<file path="config.mk">
export PLATFORM = sky130hd
export DESIGN_NAME = dsp48a1_mac_seq
export DESIGN_NICKNAME = d
export VERILOG_FILES = /design/src/rtl/dsp48a1_mac_seq.sv
export SDC_FILE = /design/constraint.sdc
export NUM_CORES = 1
export LEC_CHECK = 0
export ABC_AREA = 1
export CORE_UTILIZATION = 38
export DETAILED_ROUTE_END_ITERATION = 12
export PLACE_DENSITY = 0.81
export SYNTH_ARGS = -nofsm -noshare
export SYNTH_HDL_FRONTEND = slang
export SYNTH_SLANG_ARGS = --single-unit
</file>
<file path="constraint.sdc">
create_clock -name clk -period 1.95 [get_ports clk]
set_input_delay 0.585 -clock clk [delete_from_list [all_inputs] [get_ports clk]]
set_output_delay 0.585 -clock clk [all_outputs]
set_load 0.02 [all_outputs]
</file>
<file path="src/rtl/dsp48a1_mac_seq.sv">
// Sequencer driving one DSP48A1 slice as a signed 18x18 multiply-accumulate engine.
// Operands stream in over valid/ready; P is captured into result when the dot product completes.
module dsp48a1_mac_seq #(
    parameter int unsigned LEN_W   = 8,
    parameter int unsigned PRE_LAT = 2
) (
    input  logic             clk,
    input  logic             RST_N,
    input  logic             start,
    input  logic [LEN_W-1:0] len,
    input  logic [17:0]      a_in,
    input  logic [17:0]      b_in,
    input  logic             in_valid,
    output logic             in_ready,
    output logic [17:0]      dsp_a,
    output logic [17:0]      dsp_b,
    output logic             dsp_cea,
    output logic             dsp_ceb,
    output logic             dsp_cem,
    output logic             dsp_cep,
    output logic [7:0]       dsp_opmode,
    input  logic [47:0]      dsp_p,
    output logic             busy,
    output logic             done,
    output logic [47:0]      result
);

    typedef enum logic [1:0] {StIdle, StRun, StDrain, StDone} state_e;

    localparam logic [7:0] OpFirst = 8'b0000_0001;  // X=M, Z=0
    localparam logic [7:0] OpAcc   = 8'b0000_1001;  // X=M, Z=P

    state_e             state_q;
    logic [LEN_W-1:0]   len_q;
    logic [LEN_W-1:0]   issue_cnt_q;
    logic [LEN_W-1:0]   ret_cnt_q;
    logic               first_q;
    logic               zero_len_q;
    logic [PRE_LAT-1:0] vpipe_q;
    logic [47:0]        result_q;

    logic issue;
    logic ret;
    logic active;
    logic last_issue;
    logic last_ret;

    always_comb begin
        active     = (state_q == StRun) || (state_q == StDrain);
        in_ready   = (state_q == StRun) && (issue_cnt_q < len_q);
        issue      = in_valid && in_ready;
        ret        = vpipe_q[PRE_LAT-1];
        last_issue = issue && (issue_cnt_q == len_q - LEN_W'(1));
        last_ret   = ret && (ret_cnt_q == len_q - LEN_W'(1));

        dsp_a   = a_in;
        dsp_b   = b_in;
        dsp_cea = issue;
        dsp_ceb = issue;
        dsp_cem = active;
        dsp_cep = ret;

        dsp_opmode = 8'h00;
        if (ret && first_q) begin
            dsp_opmode = OpFirst;
        end else if (active) begin
            dsp_opmode = OpAcc;
        end

        busy = (state_q != StIdle);
        done = (state_q == StDone);
        // P of the last retire is already visible in the DONE cycle, so expose it directly.
        result = result_q;
        if (done) begin
            result = zero_len_q ? 48'h0 : dsp_p;
        end
    end

    always_ff @(posedge clk or negedge RST_N) begin
        if (!RST_N) begin
            state_q     <= StIdle;
            len_q       <= '0;
            issue_cnt_q <= '0;
            ret_cnt_q   <= '0;
            first_q     <= 1'b0;
            zero_len_q  <= 1'b0;
            vpipe_q     <= '0;
            result_q    <= 48'h0;
        end else begin
            vpipe_q <= PRE_LAT'({vpipe_q, issue});
            if (issue) begin
                issue_cnt_q <= issue_cnt_q + LEN_W'(1);
            end
            if (ret) begin
                ret_cnt_q <= ret_cnt_q + LEN_W'(1);
                first_q   <= 1'b0;
            end
            case (state_q)
                StIdle: begin
                    if (start) begin
                        len_q       <= len;
                        issue_cnt_q <= '0;
                        ret_cnt_q   <= '0;
                        first_q     <= 1'b1;
                        zero_len_q  <= (len == '0);
                        state_q     <= (len == '0) ? StDone : StRun;
                    end
                end
                StRun: begin
                    if (last_issue) begin
                        state_q <= StDrain;
                    end
                end
                StDrain: begin
                    // The P load of the final retire lands on this edge, visible in DONE.
                    if (last_ret) begin
                        state_q <= StDone;
                    end
                end
                StDone: begin
                    result_q <= zero_len_q ? 48'h0 : dsp_p;
                    state_q  <= StIdle;
                end
                default: state_q <= StIdle;
            endcase
        end
    end

endmodule
</file>
Yosys cells after proc, flatten, opt, wreduce, memory -nomap -nowiden:

Cells that the tools add are included.

* output and inout bits: 99
* bits in registers: 78

* order comparisons: 1
* muxes and demuxes: 18
* reductions and logical operators: 11
* add/sub/neg operators: 3
* equality and inequality tests: 8

Operator list (number)
* 2-to-1 mux 48 bit: 2
* 2-to-1 mux 8 bit: 7
* adder 8 x 1 -> 8 bit, second input constant: 2
* equality test 8 bit: 2
* zero test 8 bit: 1
* less-than comparator 8 bit: 1
* 2-to-1 mux 2 bit: 4
* one-hot mux 2 bit (4 select lines): 1
* subtractor 8 x 1 -> 8 bit, second input constant: 1
* inequality test 2 bit, second input constant: 3
* logical AND 1 bit: 5
* equality test 2 bit, second input constant: 2
* 2-to-1 mux 4 bit: 1
* 2-to-1 mux 1 bit: 3
* AND reduction 3 bit: 1
* equality test 2 x 1 -> 1 bit, second input constant: 1
* zero test 2 bit: 1
* AND reduction 2 bit: 1
* nonzero test 2 bit: 1
* logical OR 1 bit: 1

Depth between registers and ports, before layout:

* depth in word-level cells: 6
* depth in mapped cells: 15

Worst setup path before layout:

No wires, ideal clock.

* path kind: reg-to-output
* start: reg state_q[0]
* end: out result[12]
* setup slack: -0.317 ns
* arrival time: 1.682 ns
* stages on the path, launching flop included: 6
* cells stage by stage: dfrtp_1 > ha_1 > clkbuf_1 > buf_1 > nand3_1 > o21ai_0

* longest elaborated chain between the ends: 2

Ends and longest elaborated chain
* start: declaration: line 33 `state_e state_q;`
* start signal: assignment: line 81 `state_q <= StIdle;`
* start signal: assignment: line 106 `state_q <= (len == '0) ? StDone : StRun;`
* start signal: assignment: line 111 `state_q <= StDrain;`
* equality test 2 bit: line 71 `done = (state_q == StDone);`
* via done: line 24 `output logic done,`
* 2-to-1 mux 48 bit: line 74 `if (done) begin`
* end: declaration: line 25 `output logic [47:0] result`

The timed path passes the listed nets, and every way through them passes these cells.

Worst setup path after layout:

* start: reg len_q[4]
* end: out in_ready

* longest elaborated chain between the ends: 2

Ends and longest elaborated chain
* start: declaration: line 34 `logic [LEN_W-1:0] len_q;`
* start signal: assignment: line 101 `len_q <= len;`
* less-than comparator 8 bit: line 50 `in_ready = (state_q == StRun) && (issue_cnt_q < len_q);`
* logical AND 1 bit: line 50
* end: declaration: line 14 `output logic in_ready,`

Every way passes these cells.

==> out/results.env <==
OUTCOME='complete, but fails checks'
VIOLATIONS='negative setup slack'
CTS_TREE='built'
TIMING.HOLD.WORST.CLASS='in -> async'
ROUTABILITYCONGESTION=0.896
CRITICALPATHCATEGORY='reg -> out'
FINAL_HOLD_VIOL_COUNT=0
WORSTSETUPENDPOINTTYPE='output port'
PATH_BUF_INV=4
SYNTH_ADDER_AREA_SHARE_PCT=4.68
POST_CTS_HOLD_BUFFER_COUNT=0
LAYOUT_SETUP_WS_NS=-0.360
ROUTED_WL_MM=15.1
DRIVE_GT1_SHARE_PCT=46.6
N_ANTENNA_CELL=0
CELL_INTERNAL_PWR_mW=7.38
FILL_CELLS=672
SYNTH.AREA.MUX_SHARE_PCT=0
GRT_SETUP_UNREPAIRED='yes'
MAX_CLOCK_SKEW_NS=0.0141
DETAILEDPLACE.WORSTSLACK_NS=-0.553
SYNTH_TOP_AREA_SHARE_PCT=45.7
CTS_BUFFERS=9
SYNTH.AREA.TOP_CELLS='sky130_fd_sc_hd__dfrtp_1 46%, sky130_fd_sc_hd__nand3_1 9.5%, sky130_fd_sc_hd__o21ai_0 8.5%'
CTS.REPORTEDPATHS.CLKPINSLEW_NS=0.09
DRT_PRE_ANTENNA_ITERS=5
SYNTH.MOST_COMMON_CELL='sky130_fd_sc_hd__inv_1'
SYNTH_FLOP_CELL='sky130_fd_sc_hd__dfrtp_1'
POWER.LEAKAGE_nW=3.56
SYNTH_COMPOUND_GATE_AREA_SHARE_PCT=10.8
ANTENNA_VIOLATIONS_BEFORE_REPAIR=0
SEQUENTIAL_FRACTION_OF_THE_SYNTHESIS_AREA_PCT=45.7
FLOORPLAN.IO_PINS=195
FIRST_GLOBAL_VIAS=4162
DETAILED_ROUTE_ITER0_VIOLATIONS=285
NETLIST_AREA_MM2=0.00427
WORSTSKEWPAIRLATENCY_NS=0.36
CELL_PWR_DENSITY_mW_PER_MM2=1610
POWER_SHARE_OF_THE_SEQUENTIAL_GROUP_PCT=20.4
COUNT_OF_SYNTHESIS_STAGE_WARNINGS_FROM_YOSYS=0
MULTI_INPUT_COMB_AREA_MM2=0.00267
ROW_COUNT=38
WORST_EP_REQUIRED_TIME_NS=1.36
LAYOUT_WORST_PATH_CYCLE_SHARE_PCT=118
GRT_UTIL_ALL_LAYERS_PCT=21.2
ASYNCSETRESETFLOPFRACSYNTH_PCT=100
DIE_HEIGHT_UM=108
SYNTH.LIB_CELLS_USED.DISTINCT=26
SYNTH-XOR-AREA-SHARE_PCT=1.87
VIAS_POST_DR=4438
P_CLK_SHARE_PCT=9.4
FINALSETUPVIOLATIONS=61
TIMING_WORST_SLEW_PIN_VALUE_NS=0.490
COMBINATIONAL_FAMILY_WITH_THE_MOST_AREA_AFTER_SYNTHESIS='simple AND/OR/NAND/NOR gates'
SYN-MEAN-INSTANCE-AREA_UM2=8.06
CORE-AREA_MM2=0.0109
STORAGE_ELEMENT_AREA_MM2=0.00195
LAYOUT_MIN_CYCLE_TIME_NS=2.31
NUM-NETS-FINAL=840
SYNTH-SEQ-CELLS=78
SYN2LAYOUT_AREA_GROWTH_PCT=84.6
VDD_IR_DROP_MAX_uV=1070
DIE-WIDTH_UM=108
COMBINATIONALPOWERSHARE_PCT=70.1
ROUTE.ANTENNA.REMAINING_NETS=0
SYNTH_TOP_AREA_CELL='sky130_fd_sc_hd__dfrtp_1'
NETLIST_TOP_CELLS_COUNT='93 x sky130_fd_sc_hd__inv_1, 81 x sky130_fd_sc_hd__nand3_1, 78 x sky130_fd_sc_hd__dfrtp_1'
CTS-HTREE-LEVELS=3
CRITPATHLAUNCHTYPE='flop'
FINAL-MAX-SLEW-VIOLATION-COUNT=0
TIMING.CRITICAL_PATH.CELLS='inv_2 -> ha_2 -> nand2_1 -> nor2_2 -> nand2_1 -> nand2_2 -> buf_4 -> inv_2 -> buf_6'
CRIT_PATH_MAX_INCR_DELAY_NS=0.43
RELSLEWSLACK_PCT=67.1
ROUTEDWLPERCELL_UM=17.3
CRITICAL_PATH_CELL_WITH_THE_HIGHEST_STAGE_DELAY='sky130_fd_sc_hd__dfrtp_1'
INITIAL_UTILIZATION_PCT=39.3
MAXCLOCKFREQUENCY_GHz=0.433
WORST-PATH-MAX-FANOUT=2
SWITCHING_SHARE_PCT=41.8
UTILIZATION_PCT=72.5
SYNTH_SIMPLE_GATE_AREA_SHARE_PCT=19.2
NETSWITCHINGPOWER_mW=5.31
PIN_COUNT_OF_THE_BIGGEST_NET_ENTERING_GLOBAL_ROUTING=50
DIEAREA_MM2=0.0117
CAP_VIOLATIONS=0
CP_DATA_ARRIVAL_TIME_NS=1.72
POST-DP-HPWL_MM=8.37
PLACEMENT.IO_BUFFERS=116
CLOCK_SINKS=78
SYNTHESIS.INSTANCES=530
CRIT_FAMILY='flip-flops'
CTS_BUFFER_DEPTH=2
CTS_ROOT_BUFFER='sky130_fd_sc_hd__clkbuf_8'
DETAIL_ROUTE.DRC_VIOLATIONS=0
GRT_PASS1_WL_MM=19.1
VIAS_PER_CELL=5.09
GRT.OVERFLOW.TOTAL=0
SYNTH_EDF_COUNT=0
-- per-layer routing --
metal	part of all wire, %	global-route usage, %
met5	0	0
met4	4.2	13.0
met3	6.8	3.68
met2	52	36.2
met1	37	24.9
-- power groups by stage --
stage | clock (mW) | sequential, mW | combinational, mW
after global placement | 0 | 2.52 | 5.98
after floorplan | 0 | 2.54 | 3.29
final | 1.20 | 2.59 | 8.90
after detailed placement | 0 | 2.56 | 6.14
after CTS | 1.22 | 2.53 | 7.10
after global routing | 1.29 | 2.65 | 9.46
-- path summary, 6_finish.rpt --
kind	slack, ns	startpoint	cells past startpoint	endpoint
max	-0.36	len_q[4]	9	in_ready
max reg2reg	-0.09	len_q[6]	14	state_q[1]
max in group asynchronous	1.20	RST_N	2	result_q[39]
min in group clk	0.40	vpipe_q[0]	0	vpipe_q[1]
min reg2reg	0.40	vpipe_q[0]	0	vpipe_q[1]
min	0.14	RST_N	1	vpipe_q[0]
-- stage by stage --
step                instances  power, mW  hold slack, ns  instance area (µm²)  setup TNS (ns)
CTS                       824       10.9           0.143                 6660          -14.35
detailed placement        794       8.70           0.350                 5970          -26.30
floorplan                 535       5.83           0.289                 4470           -2.49
global placement          794       8.50           0.342                 5970          -25.11
finish                    872       12.7           0.137                 7890          -15.60
global route              872       13.4           0.147                 7890          -20.01
-- cell usage in the layout, fill, tap and decap left out, types with 13 or more instances in the layout --
| cell type | instances |
|---|---|
| sky130_fd_sc_hd__nor2_1 | 19 |
| sky130_fd_sc_hd__nand3_4 | 34 |
| sky130_fd_sc_hd__dfrtp_1 | 77 |
| sky130_fd_sc_hd__o21ai_0 | 17 |
| sky130_fd_sc_hd__o21ai_4 | 35 |
| sky130_fd_sc_hd__inv_1 | 82 |
| sky130_fd_sc_hd__nand3_1 | 34 |
| sky130_fd_sc_hd__nand3_2 | 13 |
| sky130_fd_sc_hd__o21ai_2 | 15 |
| sky130_fd_sc_hd__buf_4 | 97 |
| sky130_fd_sc_hd__nand2_1 | 50 |
| sky130_fd_sc_hd__clkdlybuf4s50_1 | 58 |
| sky130_fd_sc_hd__buf_6 | 64 |
| sky130_fd_sc_hd__a21oi_1 | 13 |
-- final cells by class --
cell class | count | area share (%)
multi-input combinational | 299 | 33.8
timing repair buffer | 244 | 32.2
sequential | 78 | 24.8
inverter | 96 | 4.66
tap | 140 | 2.22
clock buffer | 12 | 1.71
clock inverter | 3 | 0.587
-- kinds of logic after synthesis --
family	after synthesis
xor gates and xnor gates	6
AOI/OAI and AO/OA	91
other	1
adders and majority gates	16
DFF	78
buffers and inverters	158
and+or+nand+nor	180
-- repair_timing --
item                                    CTS  global route
pin swaps                                20            37
endpoints found under the setup margin   61            66
setup buffers                            13            42
gates resized for setup                 399           153
gates cloned                              3             9
-- state kept, by name (all words and copies together) (netlist names) --
signal / flops
issue_cnt_q: 8
result_q: 48
len_q: 8
vpipe_q: 2
ret_cnt_q: 8
first_q: 1
state_q: 2
zero_len_q: 1
No activity file was read; power rests on OpenSTA's default activity.
